**config.mk**
```make
export PLATFORM = sky130hd
export DESIGN_NAME = loop_nest_counter
export DESIGN_NICKNAME = d
export VERILOG_FILES = /design/src/rtl/loop_nest_pkg.sv /design/src/rtl/loop_level.sv /design/src/rtl/loop_nest_counter.sv
export SDC_FILE = /design/constraint.sdc
export NUM_CORES = 1
export LEC_CHECK = 0
export CAP_MARGIN = 25
export CORE_MARGIN = 8
export CORE_UTILIZATION = 35
export DETAILED_ROUTE_END_ITERATION = 16
export GPL_ROUTABILITY_DRIVEN = 0
export GPL_TIMING_DRIVEN = 0
export PLACE_DENSITY = 0.57
export SKIP_LAST_GASP = 1
export SYNTH_ARGS = -nofsm -noshare
export SYNTH_HDL_FRONTEND = slang
export SYNTH_SLANG_ARGS = --single-unit
```
**constraint.sdc**
```tcl
create_clock -name clk -period 5.1 [get_ports clk]
set_input_delay 1.02 -clock clk [delete_from_list [all_inputs] [get_ports clk]]
set_output_delay 1.02 -clock clk [all_outputs]
set_load 0.05 [all_outputs]
```
**src/rtl/loop_nest_pkg.sv**
```systemverilog
// Shared types and helpers for the nested loop counter.
package loop_nest_pkg;

  typedef enum logic [1:0] {
    LN_IDLE  = 2'd0,
    LN_ARMED = 2'd1,
    LN_RUN   = 2'd2
  } ln_state_e;

  // Deepest nest the sequencer is expected to program.
  localparam int LN_MAX_LEVELS = 8;

  // Working width for trip-count arithmetic; callers cast down to their index width.
  localparam int LN_EB_W = 64;

  // A trip count of zero behaves as a single iteration.
  function automatic logic [LN_EB_W-1:0] eff_bound(input logic [LN_EB_W-1:0] bound);
    return (bound == '0) ? LN_EB_W'(1) : bound;
  endfunction

endpackage

```
**src/rtl/loop_level.sv**
```systemverilog
// One loop level: an index register and the address this level's sub-nest starts from.
module loop_level
  import loop_nest_pkg::*;
#(
  parameter int WIDTH  = 32,
  parameter int ADDR_W = 32
) (
  input  logic              clk,
  input  logic              rst_n,
  input  logic [WIDTH-1:0]  bound,
  input  logic [ADDR_W-1:0] stride,
  input  logic              carry_in,
  input  logic              pivot,
  input  logic              load_base,
  input  logic [ADDR_W-1:0] new_base,
  output logic [WIDTH-1:0]  idx,
  output logic              at_end,
  output logic [ADDR_W-1:0] lb
);

  logic [WIDTH-1:0]  idx_q, idx_d;
  logic [ADDR_W-1:0] lb_q, lb_d;
  logic [WIDTH-1:0]  last_idx;

  // Final index value for this level, with a zero bound treated as one.
  always_comb begin
    last_idx = WIDTH'(eff_bound(LN_EB_W'(bound)) - LN_EB_W'(1));
  end

  assign at_end = (idx_q == last_idx);
  assign idx    = idx_q;
  assign lb     = lb_q;

  // Reload on start or when a higher level advances; count up when this level is the pivot.
  always_comb begin
    // NOTE: defaults first so every path assigns the outputs and no latch is inferred.
    idx_d = idx_q;
    lb_d  = lb_q;
    if (load_base) begin
      idx_d = '0;
      lb_d  = new_base;
    end else if (pivot && carry_in) begin
      // carry_in is implied by pivot; gating here keeps a level from moving while a lower one is mid-count.
      idx_d = idx_q + WIDTH'(1);
      lb_d  = lb_q + stride;
    end
  end

  // Level state registers.
  always_ff @(posedge clk or negedge rst_n) begin
    // NOTE: non-blocking assignments so every flop samples pre-edge values regardless of block order.
    if (!rst_n) begin
      idx_q <= '0;
      lb_q  <= '0;
    end else begin
      idx_q <= idx_d;
      lb_q  <= lb_d;
    end
  end

endmodule

```
**src/rtl/loop_nest_counter.sv**
```systemverilog
// N-level nested loop counter with per-level address strides for the tile sequencer.
module loop_nest_counter
  import loop_nest_pkg::*;
#(
  parameter int LEVELS = 3,
  parameter int WIDTH  = 32,
  parameter int ADDR_W = 32
) (
  input  logic                          clk,
  input  logic                          rst_n,
  input  logic                          cfg_valid,
  output logic                          cfg_ready,
  input  logic [LEVELS-1:0][WIDTH-1:0]  cfg_bound,
  input  logic [LEVELS-1:0][ADDR_W-1:0] cfg_stride,
  input  logic [ADDR_W-1:0]             cfg_base,
  input  logic                          start,
  input  logic                          step,
  input  logic                          abort,
  output logic [LEVELS-1:0][WIDTH-1:0]  idx,
  output logic [ADDR_W-1:0]             addr,
  output logic [LEVELS-1:0]             wrap,
  output logic                          last,
  output logic                          busy,
  output logic                          done
);

  ln_state_e state_q, state_d;

  logic [LEVELS-1:0][WIDTH-1:0]  bound_q, bound_d;
  logic [LEVELS-1:0][ADDR_W-1:0] stride_q, stride_d;
  logic [ADDR_W-1:0]             base_q, base_d;
  logic                          done_q, done_d;

  logic                          run;
  logic                          cfg_fire;
  logic                          start_fire;
  logic                          abort_fire;
  logic                          step_fire;
  logic                          advance;
  logic                          finish;
  logic                          last_w;

  logic [LEVELS-1:0]             at_end;
  logic [LEVELS-1:0]             wrap_c;
  logic [LEVELS-1:0]             carry;
  logic [LEVELS-1:0]             pivot_oh;
  logic [LEVELS-1:0]             load_base;
  logic [ADDR_W-1:0]             new_lb;
  logic [ADDR_W-1:0]             level_base;
  logic [LEVELS-1:0][WIDTH-1:0]  idx_w;
  logic [LEVELS-1:0][ADDR_W-1:0] lb_w;

  // Qualify the control inputs against the current state; abort wins over step.
  always_comb begin
    run        = (state_q == LN_RUN);
    cfg_fire   = cfg_valid && !run;
    start_fire = start && (state_q == LN_ARMED) && !cfg_fire;
    abort_fire = abort && run;
    step_fire  = step && run && !abort;
    last_w     = wrap_c[LEVELS-1] && run;
    advance    = step_fire && !last_w;
    finish     = step_fire && last_w;
  end

  // Wrap chain and pivot priority encoder: the pivot is the lowest level not yet wrapped.
  always_comb begin
    wrap_c[0] = at_end[0];
    carry[0]  = 1'b1;
    for (int k = 1; k < LEVELS; k++) begin
      wrap_c[k] = wrap_c[k-1] && at_end[k];
      carry[k]  = wrap_c[k-1];
    end
    new_lb = '0;
    for (int k = 0; k < LEVELS; k++) begin
      pivot_oh[k]  = advance && carry[k] && !wrap_c[k];
      load_base[k] = start_fire || (advance && wrap_c[k]);
      if (pivot_oh[k]) begin
        new_lb = lb_w[k] + stride_q[k];
      end
    end
    level_base = start_fire ? base_q : new_lb;
  end

  for (genvar g = 0; g < LEVELS; g++) begin : g_level
    loop_level #(
      .WIDTH  (WIDTH),
      .ADDR_W (ADDR_W)
    ) u_level (
      .clk       (clk),
      .rst_n     (rst_n),
      .bound     (bound_q[g]),
      .stride    (stride_q[g]),
      .carry_in  (carry[g]),
      .pivot     (pivot_oh[g]),
      .load_base (load_base[g]),
      .new_base  (level_base),
      .idx       (idx_w[g]),
      .at_end    (at_end[g]),
      .lb        (lb_w[g])
    );
  end

  // Next state, configuration capture and completion pulse.
  always_comb begin
    state_d  = state_q;
    bound_d  = bound_q;
    stride_d = stride_q;
    base_d   = base_q;
    done_d   = 1'b0;
    if (cfg_fire) begin
      bound_d  = cfg_bound;
      stride_d = cfg_stride;
      base_d   = cfg_base;
    end
    case (state_q)
      LN_IDLE: begin
        if (cfg_fire) state_d = LN_ARMED;
      end
      LN_ARMED: begin
        if (start_fire) state_d = LN_RUN;
      end
      LN_RUN: begin
        if (abort_fire) begin
          state_d = LN_ARMED;
        end else if (finish) begin
          state_d = LN_ARMED;
          done_d  = 1'b1;
        end
      end
      default: state_d = LN_IDLE;
    endcase
  end

  // FSM and configuration registers.
  always_ff @(posedge clk or negedge rst_n) begin
    if (!rst_n) begin
      state_q  <= LN_IDLE;
      // NOTE: the config bank is small and reset so a run can never start from stale values after reset.
      bound_q  <= '0;
      stride_q <= '0;
      base_q   <= '0;
      done_q   <= 1'b0;
    end else begin
      state_q  <= state_d;
      bound_q  <= bound_d;
      stride_q <= stride_d;
      base_q   <= base_d;
      done_q   <= done_d;
    end
  end

  assign cfg_ready = !run;
  assign idx       = idx_w;
  assign addr      = lb_w[0];
  assign wrap      = wrap_c;
  assign last      = last_w;
  assign busy      = run;
  assign done      = done_q;

endmodule

```
==> flow_metrics.env, run 1 <==
export IMPL_drt_iter0_drc=1900
export IMPL_die_w_um=288.8
export IMPL_dieArea_mm2=0.08341
export IMPL_ios=365
export IMPL_detail_route_antenna_nets=0
export IMPL_worstSetupStartpoint="bound_q[34]$_DFFE_PN0P_"
export IMPL_async_reset_ff_frac=1.000
export IMPL_ir_worst_vdd_uv=391.5
export IMPL_path_buf_inv=1
export IMPL_clk_path_buf_depth=3
export IMPL_grt_pass1_vias=23860
export IMPL_max_stage_delay_ns=0.59
export IMPL_syn_inst=2631
export IMPL_p_per_area_mw_per_mm2=416.2
export IMPL_synth_area_mm2=0.02605
export IMPL_routed_wl_um=96920
export IMPL_p_leak_nw=14.66
export IMPL_place_area_mm2=0.03116
export IMPL_rsz0062_at_grt="true"
export IMPL_synth_largest_area_cell="dfrtp_1"
export IMPL_dieHeight_um=288.8
export IMPL_r2r_start="bound_q[25]$_DFFE_PN0P_"
export IMPL_final_cell_mix="dfrtp_1, clkdlybuf4s50_1, mux2_2, nor2_1, nand2_1"
export IMPL_dr_pass1_iters=6
export IMPL_finClkSkew_ns=0.03354
export IMPL_vias=23580
export IMPL_grt_use_total=0.2233
export IMPL_drive_above_1_share=0.2277
export IMPL_seq_area_frac_synth=0.4025
export IMPL_final_common_cell="dfrtp_1"
export IMPL_worstPathRequired_ns=4.08
export IMPL_crit_arrival_ns=4.61
export IMPL_drc=0
export IMPL_cts_root_buf="clkbuf_16"
export IMPL_nets=3498
export IMPL_power_total_mw=14.79
export IMPL_dp_hpwl_um=72990
export IMPL_r2r_setup_slack_ns=-0.27
export IMPL_wl_per_cell_um=23.19
export IMPL_postLayoutCellArea_mm2=0.03552
export IMPL_status="complete, but fails checks"
export IMPL_syn_num_nets=2963
export IMPL_core_area_mm2=0.07407
export IMPL_max_freq_mhz=177.5
export IMPL_tns_ns=-13.06
export IMPL_viasPerCell=5.643
export IMPL_max_slew_margin=0.3147
export IMPL_cts_tree="built"
export IMPL_grt_pass1_wl_um=144400
export IMPL_synth_area_per_cell_um2=9.900
export IMPL_synth_warnings=0
export IMPL_std_cell_rows=100
export IMPL_worst_slew_pin_slew_ns=1.028
export IMPL_clk_latency_ns=0.61
export IMPL_initial_core_util=0.3517
export IMPL_area_growth_syn_to_layout_pct=36.38
export IMPL_drv_cap=0
export IMPL_synth_ff_type="dfrtp_1"
export IMPL_critPathKind="reg -> out"
export IMPL_synth_area_leaders="dfrtp_1, mux2_2, ha_1"
export IMPL_hold_buffers=0
export IMPL_yosysUniqueCellTypes=90
export IMPL_h_tree_depth=2
export IMPL_portBuffers=364
export IMPL_grt_max_degree=110
export IMPL_start_kind="register"
export IMPL_worstHoldPathType="in -> async"
export IMPL_yosysTopAreaCellShare=0.4025
export IMPL_fin_ws_ns=-0.5323
export IMPL_crit_path_end_kind="primary output"
export IMPL_cts_sinks=419
export IMPL_clkTransAtPathRegs_ns=0.06
export IMPL_violations="negative setup slack"
export IMPL_fin_crit_sh=1.104
export IMPL_ys_seq_elements=419
export IMPL_critPathTopFamily="simple AND/OR/NAND/NOR gates"
export IMPL_cp_slowest_cell="or4_4"
export IMPL_gr_total_overflow=0
export IMPL_numCtsBuffers=51
export IMPL_post_route_min_period_ns=5.632
export IMPL_hold_violations=0
export IMPL_synth_edf_count=0
export IMPL_path_max_fanout=6
export IMPL_setup_viol=92
export IMPL_antenna_found_initial=8
export IMPL_path_cells="or4_4 > nor3_4 > a41oi_4 > ha_2 > nor3b_1 > xnor2_1 > nor3_1 > o211ai_1 > nor4b_1 > o2111a_1 > o2111a_2 > and2_2 > and2_4 > nand2_8 > nor2_4 > buf_8"
export IMPL_slew_viol_final=0
final timing paths:
kind                                                                to  cells after the start
worst max-delay path                                              last                     16
worst min-delay path                          stride_q[10]$_DFFE_PN0P_                      1
worst max register to register  g_level[0].u_level.idx[16]$_DFFE_PN0P_                     24
worst min register to register   g_level[1].u_level.lb[12]$_DFFE_PN0P_                      1
max in group asynchronous                      bound_q[81]$_DFFE_PN0P_                      4
min in group clk                 g_level[1].u_level.lb[12]$_DFFE_PN0P_                      1
sequential cells by signal (all words and copies together) (netlist names):
register,cells
bound_q,96
g_level.u_level.idx,96
g_level.u_level.lb,96
stride_q,96
base_q,32
state_q,2
done,1
routing by layer:
layer  vias to the layer above  share of wire  global-route usage
li1                      10800              -                   -
met1                     11670           0.42              0.2871
met2                       911           0.47              0.3734
met3                       193          0.063             0.03634
met4                         4          0.039             0.08827
met5                         -        0.00014                   0
timing repair:
action,in CTS,in global routing
cloned,1,7
gates resized for setup,296,131
buffers inserted,80,44
pin swaps,46,46
endpoints found under the setup margin,198,191
Yosys cell counts (25+ instances only):
cell,instances
o21ai_0,120
nor2_1,173
a211oi_1,25
a21o_1,63
nand3_1,71
dfrtp_1,419
a21oi_1,116
nand2b_1,39
or3_1,38
ha_1,99
and3_1,42
inv_1,66
nor4_1,47
clkbuf_1,81
xnor2_1,141
nor3_1,72
nand4_1,62
xor2_1,111
mux2_2,230
nand2_1,160
through the flow:
| step | hold WS (ns) | cells | worst slack, ns | util |
|---|---|---|---|---|
| 2_1_floorplan | 0.4524 | 2631 | 0.01093 | - |
| 3_3_place_gp | 0.4661 | 3964 | -16.05 | 0.4185 |
| 3_5_place_dp | 0.4729 | 3971 | -1.849 | 0.4207 |
| 4_1_cts | 0.3427 | 4129 | -0.5518 | 0.4667 |
| 5_1_grt | 0.3712 | 4179 | -0.6976 | 0.4796 |
| 6_report | 0.3648 | 4179 | -0.5323 | 0.4796 |
final cells by class:
class,count,area (um2)
well taps,969,1212
diodes,4,10.01
repair buffers,503,5166
clock inverters,21,153.9
fillers,6842,38550
inverters,66,251.5
flip-flops and latches,419,10530
plain buffers,94,710.7
clock buffers,72,1496
multi-input cells,2031,16000
logic make-up after synthesis:
group                    after synthesis  synth area share
adder cells (fa/ha/maj)              102           0.04986
buffers and inverters                181           0.02897
flip-flops                           419            0.4025
AO/OA/AOI/OAI                        569            0.1487
multiplexers                         243            0.1049
XOR/XNOR                             252           0.08473
AND/OR/NAND/NOR                      865            0.1803
power by group:
group          internal (mW)  switching (mW)  total (mW)
registers               3.94           0.633        4.57
clock network           2.09            1.52        3.61
logic                   2.94            3.66        6.60
No activity file was read; power rests on OpenSTA's default activity.
==> inputs of run 2 (changes only) <==
--- a/config.mk
+++ b/config.mk
@@ -6,7 +6,7 @@
 export NUM_CORES = 1
 export LEC_CHECK = 0
 export CAP_MARGIN = 25
-export CORE_MARGIN = 8
+export CORE_MARGIN = 2
 export CORE_UTILIZATION = 35
 export DETAILED_ROUTE_END_ITERATION = 16
 export GPL_ROUTABILITY_DRIVEN = 0
==> flow_metrics.env, run 2 (synthesis results as in run 1) <==
export IMPL_drive_above_1_share=0.2309
export IMPL_antenna_found_initial=4
export IMPL_dieHeight_um=276.8
export IMPL_comb_power_share=0.441
export IMPL_dr_pass1_iters=7
export IMPL_fillers=6807
export IMPL_critPathKind="reg -> out"
export IMPL_grt_use_total=0.2347
export IMPL_vias=23510
export IMPL_ios=365
export IMPL_power_total_mw=15.06
export IMPL_portBuffers=364
export IMPL_fin_ws_ns=-0.4681
export IMPL_critPathTopFamily="simple AND/OR/NAND/NOR gates"
export IMPL_cts_sinks=419
export IMPL_core_area_mm2=0.07407
export IMPL_nets=3484
export IMPL_ff2ff_path_depth=22
export IMPL_wl_per_cell_um=22.71
export IMPL_detail_route_antenna_nets=0
export IMPL_ff_latch_area_mm2=0.01054
export IMPL_numCtsBuffers=51
export IMPL_cp_slowest_cell="or4_4"
export IMPL_grt_pass1_vias=23200
export IMPL_area_growth_syn_to_layout_pct=36.79
export IMPL_post_route_min_period_ns=5.568
export IMPL_min_path_cells=1
export IMPL_r2r_start="bound_q[65]$_DFFE_PN0P_"
export IMPL_initial_core_util=0.3517
export IMPL_grt_max_degree=120
export IMPL_h_tree_depth=2
export IMPL_multi_input_area_mm2=0.01610
export IMPL_hold_violations=0
export IMPL_setup_viol=61
export IMPL_drt_iter0_drc=1673
export IMPL_violations="negative setup slack"
export IMPL_rsz0062_at_grt="true"
export IMPL_worstHoldPathType="reg -> reg"
export IMPL_max_stage_delay_ns=0.58
export IMPL_drc=0
export IMPL_std_cell_rows=100
export IMPL_max_slew_margin=0.2641
export IMPL_postLayoutCellArea_mm2=0.03563
export IMPL_hold_buffers=0
export IMPL_place_area_mm2=0.03113
export IMPL_swShare=0.3930
export IMPL_clk_latency_ns=0.61
export IMPL_max_freq_mhz=179.6
export IMPL_sequentialPowerShare=0.305
export IMPL_path_cells="or4_4 > nor3_4 > a41oi_4 > ha_4 > nor4b_4 > nand3_4 > nor4_2 > or4_4 > a211oi_2 > nand4_1 > nor3_4 > and2_4 > nand2_8 > nor2_4 > buf_6"
export IMPL_worstHoldStart="g_level[1].u_level.lb[23]$_DFFE_PN0P_"
export IMPL_whs_ns=0.4846
export IMPL_routed_wl_um=94550
export IMPL_drv_cap=0
export IMPL_clkPwrFrac=0.254
export IMPL_worstHoldEndpoint="g_level[1].u_level.lb[23]$_DFFE_PN0P_"
export IMPL_p_int_mw=9.139
export IMPL_p_per_area_mw_per_mm2=422.6
export IMPL_r2r_setup_slack_ns=-0.23
export IMPL_path_buf_inv=1
export IMPL_worst_slew_pin_slew_ns=1.094
export IMPL_worstPathRequired_ns=4.08
export IMPL_viasPerCell=5.645
export IMPL_clk_path_buf_depth=3
export IMPL_slew_viol_final=0
export IMPL_ir_worst_vdd_uv=310.9
export IMPL_final_common_cell="dfrtp_1"
export IMPL_cts_root_buf="clkbuf_16"
export IMPL_crit_path_end_kind="primary output"
export IMPL_fin_crit_sh=1.092
export IMPL_die_w_um=276.8
export IMPL_start_kind="register"
export IMPL_dieArea_mm2=0.07662
export IMPL_final_cell_mix="dfrtp_1, clkdlybuf4s50_1, mux2_2, nand2_1, nor2_1"
export IMPL_cts_tree="built"
export IMPL_rr_endpoint="g_level[0].u_level.lb[10]$_DFFE_PN0P_"
export IMPL_gr_total_overflow=0
export IMPL_path_max_fanout=6
export IMPL_p_sw_mw=5.919
export IMPL_finClkSkew_ns=0.02541
export IMPL_dp_hpwl_um=70450
export IMPL_p_leak_nw=14.51
export IMPL_dp_slack_ns=-1.779
export IMPL_crit_arrival_ns=4.55
export IMPL_grt_pass1_wl_um=139800
export IMPL_clkTransAtPathRegs_ns=0.06
export IMPL_status="complete, but fails checks"
run 2: changes by cell type in the layout (fill, tap and decap cells not counted), moves of 6 or more:
cell / before / now
dfrtp_2: 34 / 46
nor2_2: 2 / 9
dfrtp_1: 385 / 373
o21ai_4: 3 / 19
o21ai_0: 85 / 91
o21ai_2: 19 / 8
nor2_1: 163 / 149
nor2_4: 8 / 15
o21ai_1: 18 / 7
buf_4: 100 / 85
run 2: layer usage:
metal,GRT usage,vias to the layer above,part of all wire
li1,-,10770,-
met1,0.3096,11630,0.43
met2,0.3898,902,0.47
met3,0.02995,201,0.057
met4,0.09588,0,0.041
met5,0,-,0
run 2: timing repair:
item / in CTS / in global routing
buffers inserted: 49 / 59
gates cloned: 0 / 11
gates resized for setup: 238 / 243
setup endpoints to repair: 198 / 190
pin swaps: 33 / 56
run 2: final cells by class:
type,count,share of cell area
Buffer,95,0.02072
Timing Repair Buffer,488,0.1411
Clock inverter,27,0.009095
Sequential cell,419,0.2959
Inverter,66,0.007058
Tap cell,969,0.03403
Multi-Input combinational cell,2031,0.4519
Antenna cell,3,0.0002107
Clock buffer,66,0.03996
run 2: worst max path at each step:
| stage | startpoint | to | slack, ns | cells past startpoint |
|---|---|---|---|---|
| after floorplan | bound_q[0]$_DFFE_PN0P_ | last | 0.01 | 18 |
| after global placement | rst_n | base_q[18]$_DFFE_PN0P_ | -16.11 | 1 |
| after detailed placement | bound_q[81]$_DFFE_PN0P_ | g_level[0].u_level.lb[26]$_DFFE_PN0P_ | -1.78 | 19 |
| after CTS | bound_q[24]$_DFFE_PN0P_ | last | -0.57 | 17 |
| after global routing | bound_q[10]$_DFFE_PN0P_ | last | -0.61 | 15 |
| final | bound_q[9]$_DFFE_PN0P_ | last | -0.47 | 15 |
run 2: power groups by stage:
stage	Sequential [mW]	Combinational, mW	Clock [mW]
CTS	4.57	6.30	3.92
global route	4.67	7.21	4.04
finish	4.59	6.64	3.82
global placement	4.58	5.86	0
detailed placement	4.58	5.99	0
floorplan	4.85	3.91	0
run 2: through the flow:
| step | cells | TNS, ns | utilization |
|---|---|---|---|
| 6_report | 4164 | -6.957 | 0.4810 |
| 3_3_place_gp | 3964 | -6965.57 | 0.4185 |
| 4_1_cts | 4096 | -7.752 | 0.4598 |
| 5_1_grt | 4163 | -29.43 | 0.4810 |
| 2_1_floorplan | 2631 | 0 | - |
| 3_5_place_dp | 3971 | -227.78 | 0.4203 |
